## src/rtl/serial_window_scheduler.sv

```systemverilog
`default_nettype none
// ============================================================================
// Module   : serial_window_scheduler
// Brief    : Steps a serial engine over an OUT_W x OUT_H grid of window
//            addresses and buffers one result per window.
// Revision : 1.0 - initial release
// ============================================================================
module serial_window_scheduler #(
    parameter int ADDR_W     = 8,
    parameter int DATA_W     = 8,
    parameter int OUT_W      = 2,
    parameter int OUT_H      = 2,
    parameter int ROW_STRIDE = 4
) (
    input  logic                             clk,
    input  logic                             rst,
    input  logic                             start_i,
    input  logic [ADDR_W-1:0]                base_addr_i,
    output logic                             en_o,
    output logic [ADDR_W-1:0]                feature_baseaddr_o,
    input  logic                             is_done_i,
    input  logic [DATA_W-1:0]                out_i,
    output logic                             busy_o,
    output logic                             done_o,
    input  logic [$clog2(OUT_W*OUT_H)-1:0]   rd_idx_i,
    output logic [DATA_W-1:0]                rd_data_o
);

    localparam int c_N     = OUT_W * OUT_H;
    localparam int c_IDX_W = (c_N > 1) ? $clog2(c_N) : 1;
    localparam int c_COL_W = (OUT_W > 1) ? $clog2(OUT_W) : 1;
    localparam int c_ROW_W = (OUT_H > 1) ? $clog2(OUT_H) : 1;
    localparam logic [c_IDX_W-1:0] c_LAST_IDX = c_IDX_W'(c_N - 1);
    localparam logic [c_COL_W-1:0] c_LAST_COL = c_COL_W'(OUT_W - 1);

    typedef enum logic [1:0] {
        S_IDLE = 2'd0,
        S_RUN  = 2'd1,
        S_FIN  = 2'd2
    } state_t;

    state_t              r_state;
    state_t              w_state_next;
    logic                r_done_q;
    logic [ADDR_W-1:0]   r_addr;
    logic [ADDR_W-1:0]   r_base;
    logic [c_ROW_W-1:0]  r_row;
    logic [c_COL_W-1:0]  r_col;
    logic [c_IDX_W-1:0]  r_idx;
    logic [DATA_W-1:0]   r_buf [c_N];
    logic [ADDR_W-1:0]   w_row_off;
    logic                w_accept;
    logic                w_complete;
    logic                w_last;

    // A completion is a fresh rise; a level already high on entry to RUN is ignored.
    assign w_accept   = (r_state == S_IDLE) && start_i;
    assign w_complete = (r_state == S_RUN) && is_done_i && !r_done_q;
    assign w_last     = (r_idx == c_LAST_IDX);
    assign w_row_off  = ADDR_W'((int'(r_row) + 1) * ROW_STRIDE);

    assign feature_baseaddr_o = r_addr;
    assign rd_data_o          = r_buf[rd_idx_i];

    always_ff @(posedge clk) begin
        if (rst) begin
            r_state <= S_IDLE;
        end else begin
            r_state <= w_state_next;
        end
    end

    always_comb begin
        w_state_next = r_state;
        en_o         = 1'b0;
        busy_o       = 1'b0;
        done_o       = 1'b0;
        case (r_state)
            S_IDLE: begin
                if (start_i) begin
                    w_state_next = S_RUN;
                end
            end
            S_RUN: begin
                en_o   = 1'b1;
                busy_o = 1'b1;
                if (w_complete && w_last) begin
                    w_state_next = S_FIN;
                end
            end
            S_FIN: begin
                done_o       = 1'b1;
                w_state_next = S_IDLE;
            end
            default: begin
                w_state_next = S_IDLE;
            end
        endcase
    end

    always_ff @(posedge clk) begin
        if (rst) begin
            r_done_q <= 1'b0;
            r_addr   <= '0;
            r_base   <= '0;
            r_row    <= '0;
            r_col    <= '0;
            r_idx    <= '0;
        end else begin
            r_done_q <= is_done_i;
            if (w_accept) begin
                r_addr <= base_addr_i;
                r_base <= base_addr_i;
                r_row  <= '0;
                r_col  <= '0;
                r_idx  <= '0;
            end else if (w_complete && !w_last) begin
                r_idx <= r_idx + 1'b1;
                // Row wrap jumps to the next row start rather than continuing linearly.
                if (r_col == c_LAST_COL) begin
                    r_col  <= '0;
                    r_row  <= r_row + 1'b1;
                    r_addr <= r_base + w_row_off;
                end else begin
                    r_col  <= r_col + 1'b1;
                    r_addr <= r_addr + 1'b1;
                end
            end
        end
    end

    always_ff @(posedge clk) begin
        if (rst) begin
            for (int i = 0; i < c_N; i++) begin
                r_buf[i] <= '0;
            end
        end else if (w_complete) begin
            r_buf[r_idx] <= out_i;
        end
    end

endmodule
`default_nettype wire

```

## config.mk

```make
export PLATFORM = sky130hd
export DESIGN_NAME = serial_window_scheduler
export DESIGN_NICKNAME = d
export VERILOG_FILES = /design/src/rtl/serial_window_scheduler.sv
export SDC_FILE = /design/constraint.sdc
export NUM_CORES = 1
export LEC_CHECK = 0
export CAP_MARGIN = 20
export CORE_MARGIN = 1
export CORE_UTILIZATION = 45
export CTS_CLUSTER_DIAMETER = 80
export DETAILED_ROUTE_END_ITERATION = 10
export PLACE_DENSITY = 0.74
export SLEW_MARGIN = 25
export SYNTH_ARGS = -nofsm -noshare
export SYNTH_HDL_FRONTEND = slang
export SYNTH_SLANG_ARGS = --single-unit
export TNS_END_PERCENT = 30
```

## constraint.sdc

```tcl
create_clock -name clk -period 2.8 [get_ports clk]
set_input_delay 0.56 -clock clk [delete_from_list [all_inputs] [get_ports clk]]
set_output_delay 0.56 -clock clk [all_outputs]
set_load 0.005 [all_outputs]
```

==> results.ini, run 1 <==
[floorplanning]
fp_rows=27
top_level_ports=41
floorplan.die.height_um=79.82
die-area_mm2=0.006371
die_x_um=79.82
start_util_pct=48.02
core_area_mm2=0.005675

[synthesis]
syn_area_per_cell_um2=11.75
synthAdderAreaFrac_pct=2.571
synth-seq-cells=55
synth_area_in_compound_gates_pct=7.897
syn-num-nets=259
syn-cell-area_mm2=0.002725
synth_largest_area_cell=sky130_fd_sc_hd__edfxtp_1
post_synth_num_cell_types=49
ys_top_cells_by_area=sky130_fd_sc_hd__edfxtp_1 (35%), sky130_fd_sc_hd__dfxtp_1 (17%), sky130_fd_sc_hd__and2_1 (7.6%)
synthXorXnorAreaFrac_pct=2.893
synth_top_area_share_pct=35.26
synth_enable_flop_cells=32
synthesis.instances=232
synth_flop_cell=sky130_fd_sc_hd__edfxtp_1
yosys.area_share.simple_pct=23.05
ys.warnings.count=0
ys_seq_area_share_pct=52.16
muxShareOfSynthArea_pct=8.127
dominant_combinational_cell_family_by_area_after_synthesis=simple AND/OR/NAND/NOR gates
share_of_flip_flops_with_an_asynchronous_set_or_reset_pct=0

[flow_run]
drv.max_cap_violation_count=0

[global_route]
grt.overflow.total=0
grt_first_pass_wirelength_um=9156
grt_pass1_vias=1888
antenna_found_initial=0
grt_util_all_layers_pct=19.37
grt_start_max_net_pins=18

[drt]
avgRoutedWirePerCell_um=15.86
total_routed_wirelength_um=5489
drt-initial-drc-count=102
routed-via-count=1885
drt_first_pass_iters=4
drc_violations=0
postRouteAntennaNets=0
detail_route.vias_per_cell=5.448

[pwr]
netSwitchingFraction_pct=22.03
power-per-cell-area_mw_per_mm2=525.9
p_leak_nw=1.159
pwr-share-seq_pct=52.4
power.clock.fraction_pct=35.0
netSwitchingPower_uw=387.2
internal_power_contribution_mw=1.370
combinationalPowerShare_pct=12.6
irDropWorstVdd_v=0.0002849

[final_layout]
area_growth_syn_to_layout_pct=22.64
n_antenna_cell=0
final_core_util_pct=58.88
multi_input_comb_area_mm2=0.001214
drive_above_1_share_pct=13.87
layout.area.seq_mm2=0.001421
final_area_mm2=0.003342
final_net_count=300
fill_cells=469
most_common_cell_after_layout_fill_and_taps_aside=sky130_fd_sc_hd__clkdlybuf4s50_1
most-common-layout-cells=sky130_fd_sc_hd__clkdlybuf4s50_1 (40), sky130_fd_sc_hd__and2_1 (33), sky130_fd_sc_hd__edfxtp_1 (32)

[clock_network]
clk-insertion-delay-late_ps=310
cts_max_level=2
cts_tree=yes
post-cts-setup-buffer-count=0
ctsRootBufferMaster=sky130_fd_sc_hd__clkbuf_8
cts.repair.resized=0
post_cts_hold_buffer_count=0
clock-sinks=55
clk_pin_slew_ps=100
clock_tree.buffer_depth=2
cts_buffers=5

[setup_path]
delay_of_the_slowest_cell_on_the_worst_path_ps=520
critical_path.reg2reg.startpoint=r_row$_SDFFE_PP0P_
worst_path_most_repeated_cell=sky130_fd_sc_hd__clkdlybuf4s50_1
worst_setup_path_start_kind=input port
crit_path_start=rd_idx_i[0]
critical_path.max_fanout=8
worst-r2r-setup-slack_ps=1060
slowest_stage=sky130_fd_sc_hd__clkdlybuf4s50_1
cp-end-kind=primary output
timing.critical_path.cells=clkdlybuf4s50_1 -> buf_12 -> mux4_2 -> clkdlybuf4s50_1
required_ps=2240
cp.arrival_ps=2210
critical_path_class=in -> out
critPathBufInv=3
critPathTopFamily=buffers and inverters

[sta]
final_worst_path_period_need_ps=2774
timing.final.crit_share_pct=99.07
worst_pin_slew_ps=632.0
final_max_slew_viol_count=0
unrepaired_setup_endpoints_after_global_routing=false
clock_skew_after_layout_ps=7.132
fin_hold_ws_ps=463.8
setup_violations=0
timing.fmax_ghz=0.3605
final-hold-violation-count=0
finalWorstSetupSlack_ps=26.09
worst_slew_slack_as_a_fraction_of_its_limit_pct=57.81
setup_tns_ps=0

[min_path]
hold_path.class=reg -> reg
hp-start=r_base[1]$_SDFFE_PP0P_

[place]
hpwl_um=3793
post-place-ws_ps=25.27
placed_area_mm2=0.003206
finalWeightedCongestion=0.7697
place.port_buffers=40

[outcome]
outcome=finished clean

routing by layer:
| layer | GRT usage (%) | wire (µm) | share of wire, % |
|---|---|---|---|
| met5 | 0 | 0 | 0 |
| met4 | 8.214 | 110 | 2.0 |
| met3 | 4.114 | 277 | 5.0 |
| met2 | 31.45 | 2621 | 48 |
| met1 | 24.94 | 2479 | 45 |
registers in the layout, indices dropped and copies added, names as in the netlist:
signal,cells
r_state,2
r_done_q,1
r_idx,2
r_buf,32
feature_baseaddr_o,8
r_base,8
r_col,1
r_row,1
cells in the mapped netlist (2+ instances only):
cell type and number:
sky130_fd_sc_hd__or2_2 2, sky130_fd_sc_hd__and3_1 2, sky130_fd_sc_hd__a211oi_1 2, sky130_fd_sc_hd__nor3_1 5, sky130_fd_sc_hd__mux2i_1 3, sky130_fd_sc_hd__buf_1 2, sky130_fd_sc_hd__nand3b_1 2, sky130_fd_sc_hd__edfxtp_1 32
sky130_fd_sc_hd__a31o_2 2, sky130_fd_sc_hd__nand3_1 6, sky130_fd_sc_hd__dfxtp_1 23, sky130_fd_sc_hd__a31oi_1 3, sky130_fd_sc_hd__and2_1 33, sky130_fd_sc_hd__mux4_2 8, sky130_fd_sc_hd__buf_2 6, sky130_fd_sc_hd__clkbuf_1 2
sky130_fd_sc_hd__o21ai_0 3, sky130_fd_sc_hd__xnor2_1 8, sky130_fd_sc_hd__nand2_1 24, sky130_fd_sc_hd__ha_1 4, sky130_fd_sc_hd__nor4_4 2, sky130_fd_sc_hd__nor2b_1 3, sky130_fd_sc_hd__a21oi_1 14, sky130_fd_sc_hd__o211ai_1 3
sky130_fd_sc_hd__nor2_1 7, sky130_fd_sc_hd__nor3_2 3, sky130_fd_sc_hd__inv_1 6
cell type report:
class	count	area share (%)
Tap cell	72	2.696
Clock buffer	5	2.059
Clock inverter	3	2.022
Inverter	6	0.6739
Multi-Input combinational cell	159	36.32
Timing Repair Buffer	46	13.70
Sequential cell	55	42.53
metrics by stage:
stage | power, mW | instances
detailed placement | 1.161 | 338
global route | 1.822 | 346
CTS | 1.770 | 346
floorplan | 1.053 | 232
global placement | 1.156 | 338
finish | 1.758 | 346
power groups by stage:
| stage | clock [mW] | combinational (mW) | sequential, mW |
|---|---|---|---|
| after floorplan | 0 | 0.123 | 0.930 |
| after global placement | 0 | 0.217 | 0.939 |
| after detailed placement | 0 | 0.221 | 0.940 |
| after CTS | 0.626 | 0.223 | 0.922 |
| after global routing | 0.654 | 0.241 | 0.927 |
| final | 0.615 | 0.221 | 0.921 |
path summary, 6_finish.rpt:
kind | to | cells after the start
max | rd_data_o[0] | 4
min | r_base[1]$_SDFFE_PP0P_ | 2
max reg2reg | feature_baseaddr_o[6]$_SDFFE_PP0P_ | 8
min reg2reg | r_base[1]$_SDFFE_PP0P_ | 2
worst min-delay path, cell delays in order (launching register included):
cell                      delay, ps
sky130_fd_sc_hd__dfxtp_1        320
sky130_fd_sc_hd__nand2_1         50
sky130_fd_sc_hd__a21oi_1         50
cell families after synthesis:
group | after synthesis
buffers and inverters | 18
XOR/XNOR | 9
AO/OA/AOI/OAI | 33
adder cells (fa/ha/maj) | 5
flip-flops | 55
AND/OR/NAND/NOR | 100
multiplexers | 12
No activity file was read; power rests on OpenSTA's default activity.
==> run 2: changes to the inputs <==
--- a/config.mk
+++ b/config.mk
@@ -9,7 +9,9 @@
 export CORE_MARGIN = 1
 export CORE_UTILIZATION = 45
 export CTS_CLUSTER_DIAMETER = 80
+export CTS_CLUSTER_SIZE = 20
 export DETAILED_ROUTE_END_ITERATION = 10
+export GPL_TIMING_DRIVEN = 0
 export PLACE_DENSITY = 0.74
 export SLEW_MARGIN = 25
 export SYNTH_ARGS = -nofsm -noshare
==> results.ini, run 2 (synthesized netlist as in run 1, its figures left out) <==
[outcome]
outcome=finished clean

[clock_network]
cts.repair.resized=0  ; unchanged
clk_pin_slew_ps=100  ; about the same
clock_tree.buffer_depth=2  ; unchanged
cts_max_level=2  ; unchanged
clock-sinks=55  ; unchanged
post_cts_hold_buffer_count=0  ; unchanged
post-cts-setup-buffer-count=0  ; unchanged
cts_tree=yes
clk-insertion-delay-late_ps=310  ; about the same
ctsRootBufferMaster=sky130_fd_sc_hd__clkbuf_8
cts_buffers=5  ; unchanged

[sta]
setup_violations=0  ; unchanged
worst_pin_slew_ps=635.3  ; +3.268 ps
final-hold-violation-count=0  ; unchanged
clock_skew_after_layout_ps=6.091  ; -1.041 ps
timing.fmax_ghz=0.4144  ; +15%
setup_tns_ps=0  ; unchanged
final_worst_path_period_need_ps=2413  ; -361.1 ps
fin_hold_ws_ps=462.7  ; -1.132 ps
finalWorstSetupSlack_ps=387.1  ; +361.0 ps
final_max_slew_viol_count=0  ; unchanged
timing.final.crit_share_pct=86.17  ; -13 points
worst_slew_slack_as_a_fraction_of_its_limit_pct=57.65  ; -0.16 points
unrepaired_setup_endpoints_after_global_routing=false

[global_route]
grt_start_max_net_pins=18  ; unchanged
antenna_found_initial=0  ; unchanged
grt_pass1_vias=1827  ; -3.2%
grt_util_all_layers_pct=19.30  ; -0.069 points
grt_first_pass_wirelength_um=9094  ; -0.68%
grt.overflow.total=0  ; unchanged

[place]
hpwl_um=3903  ; +2.9%
place.port_buffers=38  ; -5.0%
post-place-ws_ps=275.6  ; +250.3 ps
placed_area_mm2=0.003196  ; -0.31%
finalWeightedCongestion=0.8362  ; +8.6%

[min_path]
hold_path.class=reg -> reg

[final_layout]
drive_above_1_share_pct=14.39  ; +0.52 points
area_growth_syn_to_layout_pct=22.27
most-common-layout-cells=sky130_fd_sc_hd__clkdlybuf4s50_1 (38), sky130_fd_sc_hd__and2_1 (33), sky130_fd_sc_hd__edfxtp_1 (32)
largest_register_ff_count=32  ; unchanged
regMostFlops=r_buf
multi_input_comb_area_mm2=0.001214  ; unchanged
final_net_count=304  ; +1.3%
final_area_mm2=0.003332  ; -0.30%
most_common_cell_after_layout_fill_and_taps_aside=sky130_fd_sc_hd__clkdlybuf4s50_1
fill_cells=478  ; +1.9%
n_antenna_cell=0  ; unchanged
layout.area.seq_mm2=0.001421  ; unchanged

[drt]
drt-initial-drc-count=179  ; +75%
postRouteAntennaNets=0  ; unchanged
drc_violations=0  ; unchanged
avgRoutedWirePerCell_um=16.34  ; +3.0%
routed-via-count=1904  ; +1.0%
drt_first_pass_iters=4  ; unchanged
detail_route.vias_per_cell=5.440  ; -0.15%
total_routed_wirelength_um=5720  ; +4.2%

[floorplanning]
fp_rows=27  ; unchanged
top_level_ports=41  ; unchanged
core_area_mm2=0.005675  ; unchanged
die_x_um=79.82  ; unchanged
floorplan.die.height_um=79.82  ; unchanged
start_util_pct=48.02  ; unchanged
die-area_mm2=0.006371  ; unchanged

[pwr]
power.total_mw=1.763  ; +0.33%
power-per-cell-area_mw_per_mm2=529.2  ; +0.63%
p_leak_nw=1.159  ; about the same
irDropWorstVdd_v=0.0002806  ; -1.5%

[setup_path]
worst_setup_path_start_kind=input port
cp.arrival_ps=1850  ; -360 ps
critical_path.max_fanout=8  ; unchanged
critical_path_class=in -> out
worst-r2r-setup-slack_ps=980  ; -80 ps
worstReg2RegEnd=feature_baseaddr_o[6]$_SDFFE_PP0P_
endpoint=rd_data_o[3]
crit_path_start=rd_idx_i[0]
ff2ff_path_depth=8  ; unchanged
critical_path.reg2reg.startpoint=r_row$_SDFFE_PP0P_
cp-end-kind=primary output
required_ps=2240  ; about the same

[flow_run]
drv.max_cap_violation_count=0  ; unchanged

## run 2: cell count changes in the layout (fill, tap and decap cells not counted), sizes merged
cell / delta
buf: +4
clkbuf: +2
clkdlybuf4s50: -2
## run 2: worst min path at each step
| stage | startpoint | to | cells past startpoint |
|---|---|---|---|
| 3_3_place_gp | r_base[0]$_SDFFE_PP0P_ | r_base[0]$_SDFFE_PP0P_ | 2 |
| 2_1_floorplan | r_base[1]$_SDFFE_PP0P_ | r_base[1]$_SDFFE_PP0P_ | 2 |
| 5_1_grt | r_base[1]$_SDFFE_PP0P_ | r_base[1]$_SDFFE_PP0P_ | 2 |
| 3_5_place_dp | r_base[1]$_SDFFE_PP0P_ | r_base[1]$_SDFFE_PP0P_ | 2 |
| 4_1_cts | r_base[1]$_SDFFE_PP0P_ | r_base[1]$_SDFFE_PP0P_ | 2 |
| 6_report | r_base[1]$_SDFFE_PP0P_ | r_base[1]$_SDFFE_PP0P_ | 2 |
## run 2: final cells by class
cell class                 count  share of cell area, %
buffer                        12                  2.028
clock buffer                   5                  2.065
clock inverter                 3                  2.028
inverter                       6                 0.6759
multi-input combinational    159                  36.42
sequential                    55                  42.66
tap                           72                  2.704
timing repair buffer          38                  11.42
## run 2: metrics by stage
| step | util, % | instances |
|---|---|---|
| 2_1_floorplan | - | 232 |
| 3_3_place_gp | 56.31 | 342 |
| 3_5_place_dp | 56.31 | 342 |
| 4_1_cts | 58.71 | 350 |
| 5_1_grt | 58.71 | 350 |
| 6_report | 58.71 | 350 |
## run 2: where the power goes
part / switching, mW / total [mW] / internal, mW
combinational: 0.106 / 0.228 / 0.122
clock: 0.260 / 0.616 / 0.356
sequential: 0.0276 / 0.919 / 0.891
total: 0.394 / 1.76 / 1.37
## run 2: metal layers
| metal | routed length (µm) | up-vias | global-route usage [%] |
|---|---|---|---|
| li1 | - | 924 | - |
| met1 | 2584 | 918 | 26.07 |
| met2 | 2745 | 55 | 31.28 |
| met3 | 314 | 7 | 3.771 |
| met4 | 76 | 0 | 5.893 |
| met5 | 0 | - | 0 |
## run 2: worst max-delay path, cell delays in order
cell	delay, ps
sky130_fd_sc_hd__buf_2	270
sky130_fd_sc_hd__mux4_2	550
sky130_fd_sc_hd__clkdlybuf4s50_1	470
==> run 3: changes to the inputs <==
--- a/config.mk
+++ b/config.mk
@@ -5,7 +5,7 @@
 export SDC_FILE = /design/constraint.sdc
 export NUM_CORES = 1
 export LEC_CHECK = 0
-export CAP_MARGIN = 20
+export CAP_MARGIN = 30
 export CORE_MARGIN = 1
 export CORE_UTILIZATION = 45
 export CTS_CLUSTER_DIAMETER = 80
@@ -13,7 +13,6 @@
 export DETAILED_ROUTE_END_ITERATION = 10
 export GPL_TIMING_DRIVEN = 0
 export PLACE_DENSITY = 0.74
-export SLEW_MARGIN = 25
 export SYNTH_ARGS = -nofsm -noshare
 export SYNTH_HDL_FRONTEND = slang
 export SYNTH_SLANG_ARGS = --single-unit
==> results of run 3 <==
The final DEF is identical to that of run 2; final timing and power are the same.
